==> src/rtl/instruction_fetch_unit.sv <==
// -----------------------------------------------------------------------------
// instruction_fetch_unit
//
// Fetches 32-bit instruction words from a fixed one-cycle-latency instruction
// memory and presents them, in program order, to the decoder through a 2-entry
// {pc, data} FIFO. Branch/jump redirects flush the FIFO and drop any read
// still in flight.
//
// Optional feature (macro FETCH_MISALIGN_TRAP_EN):
//   adds output fetch_misaligned and a HALT state entered on a redirect whose
//   target is not word aligned. Without the macro the target's low two bits
//   are ignored (forced to zero) and there is no HALT state.
//
// Ports:
//   clk              in   1   single clock, rising edge
//   reset            in   1   asynchronous, active-high reset
//   imem_addr        out  32  fetch address (meaningful while imem_rd=1)
//   imem_rd          out  1   read issue strobe
//   imem_data        in   32  read data, valid the cycle after issue
//   inst_valid       out  1   head instruction available
//   inst_data        out  32  head instruction word
//   inst_pc          out  32  address of head instruction
//   inst_ready       in   1   decoder accepts the head this cycle
//   redirect_valid   in   1   redirect request
//   redirect_pc      in   32  redirect target
//   fetch_misaligned out  1   (macro only) misaligned redirect trap flag
//   dbg_state_o      out  2   current FSM state (0=BOOT, 1=RUN, 2=HALT)
//
// Handshake: the head moves on a cycle where inst_valid=1 and inst_ready=1
// at the rising edge; while inst_valid=1 and inst_ready=0 the head
// (inst_data, inst_pc) is held stable. A redirect in the same cycle wins and
// the head is discarded together with the rest of the FIFO.
// -----------------------------------------------------------------------------
module instruction_fetch_unit #(
  parameter logic [31:0] RESET_PC = 32'h0
) (
  input  logic        clk,
  input  logic        reset,
  output logic [31:0] imem_addr,
  output logic        imem_rd,
  input  logic [31:0] imem_data,
  output logic        inst_valid,
  output logic [31:0] inst_data,
  output logic [31:0] inst_pc,
  input  logic        inst_ready,
  input  logic        redirect_valid,
  input  logic [31:0] redirect_pc,
`ifdef FETCH_MISALIGN_TRAP_EN
  output logic        fetch_misaligned,
`endif
  output logic [1:0]  dbg_state_o
);

`ifdef FETCH_MISALIGN_TRAP_EN
  typedef enum logic [1:0] {ST_BOOT = 2'd0, ST_RUN = 2'd1, ST_HALT = 2'd2} state_e;
`else
  typedef enum logic [1:0] {ST_BOOT = 2'd0, ST_RUN = 2'd1} state_e;
`endif

  state_e      state_q, state_d;
  logic [31:0] fetch_pc_q, fetch_pc_d;
  // FIFO slot 0 is always the head; slot 1 is only meaningful when count=2.
  logic [31:0] pc0_q, pc0_d, pc1_q, pc1_d;
  logic [31:0] data0_q, data0_d, data1_q, data1_d;
  logic [1:0]  count_q, count_d;
  logic        in_flight_q, in_flight_d;
  logic [31:0] flight_pc_q, flight_pc_d;
  logic        squash_q, squash_d;

  logic [31:0] redir_target;
  logic        pop_req;
  logic        fifo_pop;
  logic        fifo_write;
  logic        squash_now;
  logic        room;

`ifdef FETCH_MISALIGN_TRAP_EN
  logic        mis_q, mis_d;
  logic        redir_misaligned;
  assign redir_misaligned = (redirect_pc[1:0] != 2'b00);
  assign redir_target     = redirect_pc;
  assign fetch_misaligned = mis_q;
`else
  // Instructions are word aligned; the low bits of a target carry no meaning.
  logic unused_redir_lsbs;
  assign unused_redir_lsbs = ^redirect_pc[1:0];
  assign redir_target      = {redirect_pc[31:2], 2'b00};
`endif

  // ---------------------------------------------------------------------------
  // FSM: state register
  // ---------------------------------------------------------------------------
  always_ff @(posedge clk or posedge reset) begin
    if (reset) state_q <= ST_BOOT;
    else       state_q <= state_d;
  end

  // ---------------------------------------------------------------------------
  // FSM: next state
  // ---------------------------------------------------------------------------
  always_comb begin
    state_d = state_q;
    case (state_q)
      ST_BOOT: state_d = ST_RUN;
      ST_RUN:  state_d = ST_RUN;
`ifdef FETCH_MISALIGN_TRAP_EN
      ST_HALT: state_d = ST_HALT;
`endif
      default: state_d = ST_BOOT;
    endcase
`ifdef FETCH_MISALIGN_TRAP_EN
    // Only a redirect leaves HALT, and only an aligned one.
    if (redirect_valid) state_d = redir_misaligned ? ST_HALT : ST_RUN;
`endif
  end

  // ---------------------------------------------------------------------------
  // FSM: outputs
  // ---------------------------------------------------------------------------
  // Issue only if the word returning next cycle is guaranteed a slot even
  // when the decoder stalls: entries held + word already in flight - entry
  // leaving now must stay below the FIFO depth.
  assign pop_req = inst_valid & inst_ready;
  assign room    = (({1'b0, count_q} + {2'b00, in_flight_q}) - {2'b00, pop_req}) < 3'd2;

  always_comb begin
    imem_rd = 1'b0;
    if (state_q == ST_RUN && !redirect_valid && room) imem_rd = 1'b1;
  end

  assign imem_addr   = fetch_pc_q;
  assign inst_valid  = (count_q != 2'd0);
  assign inst_data   = data0_q;
  assign inst_pc     = pc0_q;
  assign dbg_state_o = state_q;

  // ---------------------------------------------------------------------------
  // Datapath next state
  // ---------------------------------------------------------------------------
  // A word returning in a redirect cycle belongs to the old path.
  assign squash_now = redirect_valid & in_flight_q;
  assign fifo_write = in_flight_q & ~squash_now & ~squash_q;
  assign fifo_pop   = pop_req & ~redirect_valid;

  always_comb begin
    pc0_d   = pc0_q;
    pc1_d   = pc1_q;
    data0_d = data0_q;
    data1_d = data1_q;
    count_d = count_q;
    case ({fifo_pop, fifo_write})
      2'b10: begin
        pc0_d   = pc1_q;
        data0_d = data1_q;
        count_d = count_q - 2'd1;
      end
      2'b01: begin
        if (count_q == 2'd0) begin
          pc0_d   = flight_pc_q;
          data0_d = imem_data;
        end else begin
          pc1_d   = flight_pc_q;
          data1_d = imem_data;
        end
        count_d = count_q + 2'd1;
      end
      2'b11: begin
        // Pop and write together: the older entry shifts into the head first
        // so program order is kept.
        if (count_q == 2'd2) begin
          pc0_d   = pc1_q;
          data0_d = data1_q;
          pc1_d   = flight_pc_q;
          data1_d = imem_data;
        end else begin
          pc0_d   = flight_pc_q;
          data0_d = imem_data;
        end
      end
      default: ;
    endcase
    if (redirect_valid) count_d = 2'd0;
  end

  always_comb begin
    in_flight_d = imem_rd;
    flight_pc_d = imem_rd ? fetch_pc_q : flight_pc_q;
    squash_d    = squash_now;
    fetch_pc_d  = fetch_pc_q;
    if (redirect_valid) fetch_pc_d = redir_target;
    else if (imem_rd)   fetch_pc_d = fetch_pc_q + 32'd4;
  end

`ifdef FETCH_MISALIGN_TRAP_EN
  always_comb begin
    mis_d = mis_q;
    if (redirect_valid) mis_d = redir_misaligned;
  end
`endif

  // ---------------------------------------------------------------------------
  // Datapath registers
  // ---------------------------------------------------------------------------
  always_ff @(posedge clk or posedge reset) begin
    if (reset) begin
      fetch_pc_q  <= RESET_PC;
      pc0_q       <= 32'h0;
      pc1_q       <= 32'h0;
      data0_q     <= 32'h0;
      data1_q     <= 32'h0;
      count_q     <= 2'd0;
      in_flight_q <= 1'b0;
      flight_pc_q <= 32'h0;
      squash_q    <= 1'b0;
    end else begin
      fetch_pc_q  <= fetch_pc_d;
      pc0_q       <= pc0_d;
      pc1_q       <= pc1_d;
      data0_q     <= data0_d;
      data1_q     <= data1_d;
      count_q     <= count_d;
      in_flight_q <= in_flight_d;
      flight_pc_q <= flight_pc_d;
      squash_q    <= squash_d;
    end
  end

`ifdef FETCH_MISALIGN_TRAP_EN
  always_ff @(posedge clk or posedge reset) begin
    if (reset) mis_q <= 1'b0;
    else       mis_q <= mis_d;
  end
`endif

endmodule

==> config.mk <==
export PLATFORM = sky130hd
export DESIGN_NAME = instruction_fetch_unit
export DESIGN_NICKNAME = d
export VERILOG_FILES = /design/src/rtl/instruction_fetch_unit.sv
export SDC_FILE = /design/constraint.sdc
export NUM_CORES = 1
export LEC_CHECK = 0
export ABC_AREA = 1
export ABC_CLOCK_PERIOD_IN_PS = 10400
export CAP_MARGIN = 20
export CELL_PAD_IN_SITES_DETAIL_PLACEMENT = 1
export CELL_PAD_IN_SITES_GLOBAL_PLACEMENT = 2
export CORE_MARGIN = 8
export CORE_UTILIZATION = 33
export CTS_BUF_LIST = sky130_fd_sc_hd__clkbuf_4
export DETAILED_ROUTE_END_ITERATION = 8
export PLACE_DENSITY_LB_ADDON = 0.1
export SETUP_SLACK_MARGIN = 0.05
export SLEW_MARGIN = 30
export SYNTH_ARGS = -nofsm -noshare
export SYNTH_HDL_FRONTEND = slang
export SYNTH_SLANG_ARGS = --single-unit
==> constraint.sdc <==
create_clock -name clk -period 10.4 [get_ports clk]
set_input_delay 1.04 -clock clk [delete_from_list [all_inputs] [get_ports clk]]
set_output_delay 1.04 -clock clk [all_outputs]
set_load 0.005 [all_outputs]
## Word-level counts from Yosys, hierarchy flattened

Index checks and enable logic that the tools add are counted.

- Input bits: 68
- Word-level logic and storage cells: 63
- Output and inout bits: 100
- Bits in registers: 198

- Reductions and logical operators: 13
- Multiplexer cells: 18
- Eq/ne operators: 8
- $lt $le $gt $ge: 1
- Add/sub/neg operators: 5
- Bitwise gates (word level): 8

Operator list:

| cell | count |
|---|---|
| 32-bit two-way mux | 10 |
| 32-bit case mux with 3 select lines | 2 |
| 32-bit case mux with 2 select lines | 2 |
| 32-bit by 3-bit adder with 32-bit output, second input constant | 1 |
| 2-bit == test, second input constant | 3 |
| 2-bit != test, second input constant | 3 |
| 2-bit nonzero test | 3 |
| 3-bit nonzero test | 2 |
| 1-bit bitwise AND | 5 |
| 2-bit by 1-bit == test with 1-bit output, second input constant | 2 |
| 2-bit logical NOT | 2 |
| 2-bit case mux with 2 select lines | 1 |
| 2-bit by 1-bit adder with 3-bit output | 1 |
| 3-bit by 2-bit less-than comparator with 1-bit output, second input constant | 1 |
| 1-bit inverter | 3 |
| 3-bit AND reduction | 1 |
| 3-bit by 1-bit subtractor with 3-bit output | 1 |
| 2-bit by 1-bit adder with 2-bit output, second input constant | 1 |
| 1-bit logical AND | 2 |
| 1-bit two-way mux | 2 |
| 2-bit two-way mux | 1 |
| 2-bit AND reduction | 1 |
| 2-bit OR reduction | 1 |
| 2-bit by 1-bit subtractor with 2-bit output, second input constant | 1 |
| 1-bit logical NOT | 1 |

## Logic depth before layout (Yosys ltp)

- Depth after elaboration: 8
- Mapped depth: 14
- Mapped depth without buffers: 13

## Least setup slack after synthesis

OpenSTA, ideal clock, no wires.

- Kind: in2out
- Start point: in inst_ready
- End point: out imem_rd
- Stages on the path: 10
- Arrival time: 2.879 ns
- Required time: 9.360 ns
- Buffers on the path: 1
- Setup slack: 6.481 ns
- Cell sequence: inv_2 > nor2_2 > ha_1 > or2_2 > fa_1 > nand2_1 > nor2_1 > nand2_1 > inv_2 > clkbuf_1

- Word-level cells in the longest chain between the ends: 5

RTL lines:

| element | RTL line | text |
|---|---|---|
| start: declaration | 45 | `input logic inst_ready,` |
| 1-bit bitwise AND | 123 | `assign pop_req = inst_valid & inst_ready;` |
| 3-bit by 1-bit subtractor with 3-bit output | 124 | `assign room = (({1'b0, count_q} + {2'b00, in_flight_q}) - {2'b00, pop_req}) < 3'd2;` |
| 3-bit by 2-bit less-than comparator with 1-bit output | 124 |  |
| 1-bit logical AND | 128 | `if (state_q == ST_RUN && !redirect_valid && room) imem_rd = 1'b1;` |
| 1-bit two-way mux | 128 |  |
| end: declaration | 40 | `output logic imem_rd,` |

No other way between the ends.

## Worst setup path in the final report

Same ends and word-level chain as after synthesis.

==> results.cfg <==
[global_routing]
grt_overflow = 0
grt_pass1_wl_mm = 44.2
grtUsageMet1 = 0.223
grt_pass1_vias = 8196
use_met2 = 0.260
met3_usage = 0.0366
busiest_layer = met2
grt_start_max_net_pins = 123
antenna_found_initial = 1
grt_util_all_layers = 0.163

[die]
dieArea_mm2 = 0.0340
fp-row-count = 61
io_pins = 168
coreArea_mm2 = 0.0279
die_w_um = 184
start_util = 0.336
die_h_um = 184

[clocking]
cts_made_buffers = 17
clockBufferDepth = 2
cts-hold-fix-buffers = 0
post-cts-setup-buffers = 0
cts_htree_levels = 4
path_clk_slew_ns = 0.14
root_buffer = clkbuf_4
cts.sinks = 190
insertion_delay_ns = 0.57
post_cts_resized = 0
cts_tree = yes

[cells_and_area]
fin_cells = 1797
mostFrequentLayoutCell = nand2_1
layout_common_cells = 363 x nand2_1, 256 x inv_1, 190 x dfrtp_1
multi_input_area_mm2 = 0.00337
syn_to_final_growth_pct = 23.1
drive_gt1_frac = 0.0360
regArea_mm2 = 0.00475
fin_area_mm2 = 0.0115
final_nets = 1476
final_core_util = 0.414
fillers = 3481

[sta]
min_period_ns = 5.25
whs_ns = 0.500
setup_tns_ns = 0
hold_violations = 0
fin_crit_sh = 0.505
timing.fmax_mhz = 190
rsz0062_at_grt = no
slew_violations = 0
worst_pin_slew_ns = 0.907
relSlewSlack = 0.393
setup_viol = 0
finClkSkew_ns = 0.0301

[logic_synthesis]
yosys.cell_types.count = 27
synth_area_leaders = dfrtp_1 51%, nand2_1 15%, inv_1 10%
synthArstFlopShare = 1.00
syn_avg_cell_area_um2 = 7.36
synth_edf_count = 0
synth_top_flop_cell = dfrtp_1
yosys.area.top_type_share = 0.508
yosysSeqAreaShare = 0.508
synth_area_mm2 = 0.00937
synth_cells = 1272
synth_top_area_cell = dfrtp_1
yosysWarningCount = 0
synth_seq_cells = 190

[power_and_ir_drop]
cellPowerDensity_mw_per_mm2 = 217
total_leakage_power_nw = 5.64
ir_drop_v = 0.0000776

[drt]
num_vias = 8050
wl_per_cell_um = 15.0
drt-initial-drc-count = 492
drt_pre_antenna_iters = 5
remaining_drc_errors = 0
ant_nets = 0
routed_wl_mm = 26.9
viasPerCell = 4.48

[run_status]
outcome = completed

[setup_path]
cp.arrival_ns = 4.21
r2r_cells = 13
end_kind = primary output
start_kind = primary input
critical_path_class = in2out
crit_slowest_cell = clkdlybuf4s50_1
path_cells = clkdlybuf4s50_1 -> inv_2 -> nor2_2 -> ha_1 -> or2_2 -> fa_1 -> nand2_1 -> nor2_1 -> nand2_2 -> inv_2 -> clkdlybuf4s50_1
cp_max_fo = 26
worstPathRequired_ns = 9.36
slowest_delay_ns = 0.61

[placed_design]
finalWeightedCongestion = 0.764
hpwlAfterDp_mm = 18.2
dp_cells = 1763
dpl_cell_area_mm2 = 0.0113
port_buffers = 162

[run]
max_cap_viol_count = 0

[min_path]
min_path_type = reg2reg
whs_path_depth = 2
[layer usage]
metal  up-vias  share of wire
met2       138           0.46
met1      3786           0.49
met4         0         0.0051
met3         8          0.048
met5         -              0
li1       4118              -
[path summary, 6_finish.rpt]
path                       slack (ns)             to       start
max                              5.15        imem_rd  inst_ready
min                              0.50      pc1_q[13]   pc1_q[13]
max reg2reg                      6.61  imem_addr[10]  count_q[0]
min reg2reg                      0.50      pc1_q[13]   pc1_q[13]
max in group asynchronous        8.25      pc1_q[12]       reset
min in group asynchronous        0.96  inst_data[25]       reset
[worst max-delay path: cells and delay by family]
family	cells	cell delay, ns
buffers and inverters	4	1.64
adders and majority gates	2	0.75
and+or+nand+nor	5	0.76
[layout make-up]
type | instances | share of cell area
antenna | 2 | 0.000434
clock buffer | 17 | 0.0111
clock inverter | 14 | 0.00901
inverter | 263 | 0.0867
multi-input combinational | 763 | 0.292
sequential | 190 | 0.412
tap | 378 | 0.0410
timing repair buffer | 170 | 0.147
[cells in the mapped netlist, drive strengths merged, types with 3 or more instances]
cell and instances:
nor2 77, buf 29, nand4 3, a21oi 14
clkbuf 29, dfrtp 190, nand2 365, inv 263
o21ai 160, o211ai 3, nand3 129
[power by group]
group | leakage (nW) | switching [W] | internal [W] | total, W
registers | 2.44 | 0.000174 | 0.00101 | 0.00118
clock network | 0.121 | 0.000256 | 0.000113 | 0.000369
logic | 3.07 | 0.000498 | 0.000448 | 0.000947
total | 5.64 | 0.000928 | 0.00157 | 0.00250
[cells by family (layout without fill, tap and decap cells)]
group           after synthesis  count (layout)  share of synthesized area
simple gates                577             577                      0.252
buf+inv                     321             464                      0.135
flops                       190             190                      0.508
compound gates              177             177                     0.0975
fa+ha+maj                     3               3                    0.00481
other cells                   2               6                   0.000802
xor+xnor                      2               2                    0.00187
[sequential cells by signal, indices dropped and copies added (netlist names), 2 cells and up]
register,count
pc1_q,30
flight_pc_q,30
inst_data,32
inst_pc,31
count_q,2
data1_q,32
imem_addr,30
[through the flow]
stage | power (W) | setup WS, ns
after floorplan | 0.00170 | 4.19
after global placement | 0.00214 | 5.16
after detailed placement | 0.00217 | 5.15
after CTS | 0.00256 | 5.12
after global routing | 0.00274 | 4.99
final | 0.00250 | 5.15
Power figures use the tool's default switching activity.
